File: src/rtl/mem_align_unit.sv
// rtl/mem_align_unit.sv - byte/half/word/dword load-store aligner for a single-port word SRAM
// Optional MEM_ALIGN_SPLIT_EN: misaligned accesses crossing a word become two beats instead of errors.
module mem_align_unit #(
  parameter  int DATA_W = 32,
  parameter  int ADDR_W = 14,
  localparam int NB     = DATA_W / 8,
  localparam int LB     = $clog2(NB)
) (
  input  logic                 clk,
  input  logic                 rst,
  input  logic                 req_valid,
  output logic                 req_ready,
  input  logic                 req_we,
  input  logic [1:0]           req_size,
  input  logic                 req_unsigned,
  input  logic [ADDR_W+LB-1:0] req_addr,
  input  logic [DATA_W-1:0]    req_wdata,
  output logic                 mem_cs,
  output logic [NB-1:0]        mem_web,
  output logic [ADDR_W-1:0]    mem_addr,
  output logic [DATA_W-1:0]    mem_wdata,
  input  logic [DATA_W-1:0]    mem_rdata,
  output logic                 rsp_valid,
  output logic [DATA_W-1:0]    rsp_rdata,
  output logic                 rsp_err
);

`ifdef MEM_ALIGN_SPLIT_EN
  localparam bit SPLIT_EN = 1'b1;
`else
  localparam bit SPLIT_EN = 1'b0;
`endif

  localparam logic [LB+1:0] NB_W = (LB+2)'(NB);

  typedef enum logic [1:0] {IDLE, ACC0, ACC1, RESP} state_t;

  state_t                state_q, state_d;
  logic                  we_q, uns_q, err_q, split_q;
  logic [1:0]            size_q;
  logic [ADDR_W+LB-1:0]  addr_q;
  logic [DATA_W-1:0]     wdata_q, cap_q;

  logic [LB+1:0]         in_bytes, in_end;
  logic                  in_split, in_bad;

  logic [LB-1:0]         off_q;
  logic [ADDR_W-1:0]     word_q;
  logic [LB+1:0]         bytes_q, end_q;

  logic [DATA_W-1:0]     beat0, field, mask, ld_res;
  logic                  sb;

  // Request classification happens at acceptance so the FSM can skip memory on errors.
  assign in_bytes = (LB+2)'(1) << req_size;
  assign in_end   = (LB+2)'(req_addr[LB-1:0]) + in_bytes;
  assign in_split = in_end > NB_W;
  assign in_bad   = (DATA_W == 32) && (req_size == 2'b11);

  assign off_q   = addr_q[LB-1:0];
  assign word_q  = addr_q[ADDR_W+LB-1:LB];
  assign bytes_q = (LB+2)'(1) << size_q;
  assign end_q   = (LB+2)'(off_q) + bytes_q;

  assign req_ready = (state_q == IDLE) && !rst;

  always_ff @(posedge clk) begin
    if (rst) begin
      state_q <= IDLE;
      we_q    <= 1'b0;
      uns_q   <= 1'b0;
      err_q   <= 1'b0;
      split_q <= 1'b0;
      size_q  <= 2'b00;
      addr_q  <= '0;
      wdata_q <= '0;
      cap_q   <= '0;
    end else begin
      state_q <= state_d;
      if (state_q == IDLE && req_valid) begin
        we_q    <= req_we;
        uns_q   <= req_unsigned;
        size_q  <= req_size;
        addr_q  <= req_addr;
        wdata_q <= req_wdata;
        split_q <= in_split;
        err_q   <= in_bad || (in_split && !SPLIT_EN);
      end
      if (state_q == ACC1)
        cap_q <= mem_rdata;
    end
  end

  // Beat 0 arrives in RESP for aligned accesses, and was captured in ACC1 for split ones.
  always_comb begin
    beat0  = split_q ? cap_q : mem_rdata;
    field  = DATA_W'({mem_rdata, beat0} >> {off_q, 3'b000});
    mask   = (bytes_q == NB_W) ? '1 : ((DATA_W'(1) << {bytes_q, 3'b000}) - DATA_W'(1));
    case (size_q)
      2'b00:   sb = field[7];
      2'b01:   sb = field[15];
      2'b10:   sb = field[31];
      default: sb = field[DATA_W-1];
    endcase
    ld_res = (field & mask) | ((sb && !uns_q) ? ~mask : '0);
  end

  always_comb begin
    state_d   = state_q;
    mem_cs    = 1'b0;
    mem_web   = '1;
    mem_addr  = '0;
    mem_wdata = '0;
    rsp_valid = 1'b0;
    rsp_err   = 1'b0;
    rsp_rdata = '0;
    case (state_q)
      IDLE: begin
        if (req_valid)
          state_d = (in_bad || (in_split && !SPLIT_EN)) ? RESP : ACC0;
      end
      ACC0: begin
        mem_cs   = 1'b1;
        mem_addr = word_q;
        if (we_q) begin
          mem_wdata = wdata_q << {off_q, 3'b000};
          for (int i = 0; i < NB; i++)
            if (i >= int'(off_q) && i < int'(end_q))
              mem_web[i] = 1'b0;
        end
        state_d = split_q ? ACC1 : RESP;
      end
      ACC1: begin
        mem_cs   = 1'b1;
        mem_addr = word_q + ADDR_W'(1);
        if (we_q) begin
          mem_wdata = wdata_q >> (DATA_W - 8 * int'(off_q));
          for (int i = 0; i < NB; i++)
            if (i < int'(end_q) - NB)
              mem_web[i] = 1'b0;
        end
        state_d = RESP;
      end
      RESP: begin
        rsp_valid = 1'b1;
        rsp_err   = err_q;
        if (!we_q && !err_q)
          rsp_rdata = ld_res;
        state_d = IDLE;
      end
      default: state_d = IDLE;
    endcase
  end

endmodule
File: config.mk
export PLATFORM = sky130hd
export DESIGN_NAME = mem_align_unit
export DESIGN_NICKNAME = d
export VERILOG_FILES = /design/src/rtl/mem_align_unit.sv
export SDC_FILE = /design/constraint.sdc
export NUM_CORES = 1
export LEC_CHECK = 0
export CAP_MARGIN = 20
export CORE_MARGIN = 4
export CORE_UTILIZATION = 55
export DETAILED_ROUTE_END_ITERATION = 8
export HOLD_SLACK_MARGIN = 0.05
export PLACE_DENSITY = 0.86
export SYNTH_ARGS = -nofsm -noshare
export SYNTH_HDL_FRONTEND = slang
export SYNTH_SLANG_ARGS = --single-unit
File: constraint.sdc
create_clock -name clk -period 9.67 [get_ports clk]
set_input_delay 2.901 -clock clk [delete_from_list [all_inputs] [get_ports clk]]
set_output_delay 2.901 -clock clk [all_outputs]
set_load 0.05 [all_outputs]
==> out/summary.txt <==
Sequential power share -> 26.4%
Initial DRC Count -> 723
Mapped Cells -> 880
Finished Core Util -> 73.5%
Gate power share -> 52.9%
Clk_skew -> 0.00568 ns
Setup Viol. Count Final -> 0
CTS tree -> done
CTS Buf Count -> 9
Flop2flop setup slack -> 7.57 ns
Root Buffer -> clkbuf_16
Die area -> 14,400 um2
Overall power -> 1.95 mW
P_int -> 1.08 mW
Endpoint class of the critical path -> output port
Max-cap violation count -> 0
Routed wire per std cell -> 17.8 um
Psw -> 0.865 mW
Dpl hpwl -> 14,000 um
H-tree depth -> 3
Setup CP Type -> input port to output port
Post-synth ARST share -> 0%
Synthesized area -> 6880 um2
Dominant cells by area after synthesis -> dfxtp_1 26%, mux2i_1 13%, nand2_1 9.0%
Die Y -> 120 um
Tmin final -> 8.72 ns
CTS resizes -> 0
Vias/cell -> 6.05
Tcrit/Tclk final -> 90.2%
Clock Latency Late Sink -> 0.35 ns
Number of synthesized flops with an enable pin -> 0
Final Instance Count excl. Fillers -> 1,172
YS warnings -> 0
Vias in the first global route -> 6,757
Critical path arrival -> 5.82 ns
Yosys top cell by area -> dfxtp_1
Buffers on Ports -> 172
Via count -> 7,091
Min-delay src -> addr_q[15]
Crit. Startpoint -> mem_rdata[15]
Hold-critical path depth -> 2
Slew Limit Headroom -> 32.5%
Clock Tree Buf Depth -> 2
Seq/Total Area, Yosys -> 25.6%
Initial Util -> 56.8%
Most frequent cells in the layout -> 171 x clkdlybuf4s50_1, 164 x nand2_1, 91 x mux2i_1
Worst Hold Class -> register to register
Reg2reg start -> split_q
Setup_tns -> 0 ns
Max Freq -> 115 MHz
Clock transition at path regs -> 0.06 ns
FF-to-FF End -> state_q[0]
Largest net degree at the start of global routing -> 90
Yosys reg bits -> 88
Critical Path Start Type -> input port
# fillers -> 981
Post-synth top flop -> dfxtp_1
Total global routing overflow -> 0
Peak VDD IR -> 0.0932 mV
CTS sink count -> 88
Core area -> 12,100 um2
Final Max Tran Viols -> 0
Power Dens Cells -> 219 nW/um2
Initial antenna violation count -> 0
Hold Path End -> addr_q[15]
Worst-margin pin slew -> 1.00 ns
Routed WL -> 20,900 um
Top Ports -> 173
Dpl cells -> 1,155
Number of nets in the layout -> 1,104
Synth cell types -> 56
Commonest non-fill, non-tap cell in the layout -> clkdlybuf4s50_1
Setup Buffers After CTS -> 0
GPL Wtd Cong -> 0.877
Switching share of total power -> 44.5%
Share of cells above drive strength 1 -> 7.37%
Crit Path Max Fanout -> 15
CP Data Required Time -> 6.77 ns
RSZ-0062 raised after global routing -> false
Synthesized Nets -> 985
Syn_area_per_cell -> 7.81 um2
Status -> complete, no violations
Drt drc -> 0
First-pass iteration count of the detailed router -> 5
Final hold violations -> 0
Die Span X -> 120 um
Row count -> 40
Cells on worst reg2reg path -> 4
P_leak -> 3.00 nW
Area growth syn-to-layout -> 29.5%
Total Routing Usage GR -> 28.5%
Final ANT Viol Nets -> 0
Diodes inserted -> 0
First-pass GRT wire length -> 33,700 um
CTS Hold Bufs -> 0
Synth top area share -> 25.6%
Clock power frac -> 20.7%
state kept, by name (all words and copies together) (netlist names):
register and count:
addr_q 16, cap_q 32, err_q 1, uns_q 1, state_q 2, wdata_q 32
we_q 1, size_q 2, split_q 1
critical path: stages:
cell and delay (ns):
clkdlybuf4s50_1 0.49, mux2_4 0.30, mux4_2 0.53, a221oi_4 0.69, nor3_1 0.15, clkdlybuf4s50_1 0.75
cells in the mapped netlist (2+ instances only):
cell,n
buf_4,2
ha_1,16
nand3_1,13
o21ai_0,40
a21boi_0,2
clkbuf_1,46
dfxtp_1,88
nand4_1,5
a31oi_1,11
a211oi_1,22
a211o_1,2
inv_1,13
clkinv_1,2
buf_2,12
a221oi_1,5
nor2_1,71
and4_1,2
and2_1,10
xnor2_1,3
a21oi_1,82
buf_6,3
mux2_2,17
nand2b_1,5
a41oi_1,3
buf_1,12
nand2_1,164
mux2i_1,91
nor2b_1,31
a32oi_1,4
and3_1,3
o2bb2ai_1,16
nor3_1,17
a2bb2oi_1,7
fa_1,2
a22oi_1,16
mux4_2,21
o31ai_1,2
cell type report:
type | count | area (um2) | share of cell area [%]
Multi-Input combinational cell | 702 | 4740 | 53.2
Inverter | 15 | 56.3 | 0.632
Clock buffer | 10 | 229 | 2.57
Tap cell | 168 | 210 | 2.36
Timing Repair Buffer | 183 | 1800 | 20.2
Sequential cell | 88 | 1770 | 19.8
Clock inverter | 6 | 108 | 1.21
power groups by stage:
stage / sequential, mW / combinational [mW] / clock, mW
after floorplan: 0.486 / 0.785 / 0
after global placement: 0.515 / 1.00 / 0
after detailed placement: 0.519 / 1.02 / 0
after CTS: 0.512 / 1.03 / 0.404
after global routing: 0.525 / 1.11 / 0.418
final: 0.514 / 1.03 / 0.402
kinds of logic (layout without fill, tap and decap cells):
kind of cell               count (synthesis)  count (layout)  share of synthesized area [%]
DFF                                       88              88                           25.6
buffers and inverters                     90             214                           5.57
AOI/OAI and AO/OA                        223             223                           20.8
adders and majority gates                 18              18                           3.49
muxes                                    130             130                           23.1
xor gates and xnor gates                   4               4                          0.510
and+or+nand+nor                          327             327                           20.9
metrics by stage:
| step | worst slack [ns] | hold slack, ns | instance area (um2) |
|---|---|---|---|
| final | 0.950 | 0.474 | 8900 |
| after global placement | 1.03 | 0.459 | 8560 |
| after detailed placement | 0.968 | 0.464 | 8560 |
| after global routing | 0.869 | 0.501 | 8900 |
| after CTS | 0.961 | 0.473 | 8900 |
| after floorplan | 1.85 | 0.449 | 6880 |
layer usage:
metal  global-route usage, %  wire length [um]  share of wire [%]  up-vias
li1                        -                 -                  -     3399
met1                    37.8              8950                 43     3328
met2                    46.9              9900                 47      331
met3                    5.47              1630                7.8       33
met4                    9.45               383                1.8        0
met5                       0                 0                  0        -
how the worst max path moves through the flow:
| stage | end | cells after the start |
|---|---|---|
| global placement | rsp_rdata[28] | 6 |
| finish | rsp_rdata[24] | 6 |
| CTS | rsp_rdata[24] | 6 |
| detailed placement | rsp_rdata[24] | 6 |
| global route | rsp_rdata[28] | 6 |
| floorplan | rsp_rdata[16] | 5 |
No activity file was read; power rests on OpenSTA's default activity.
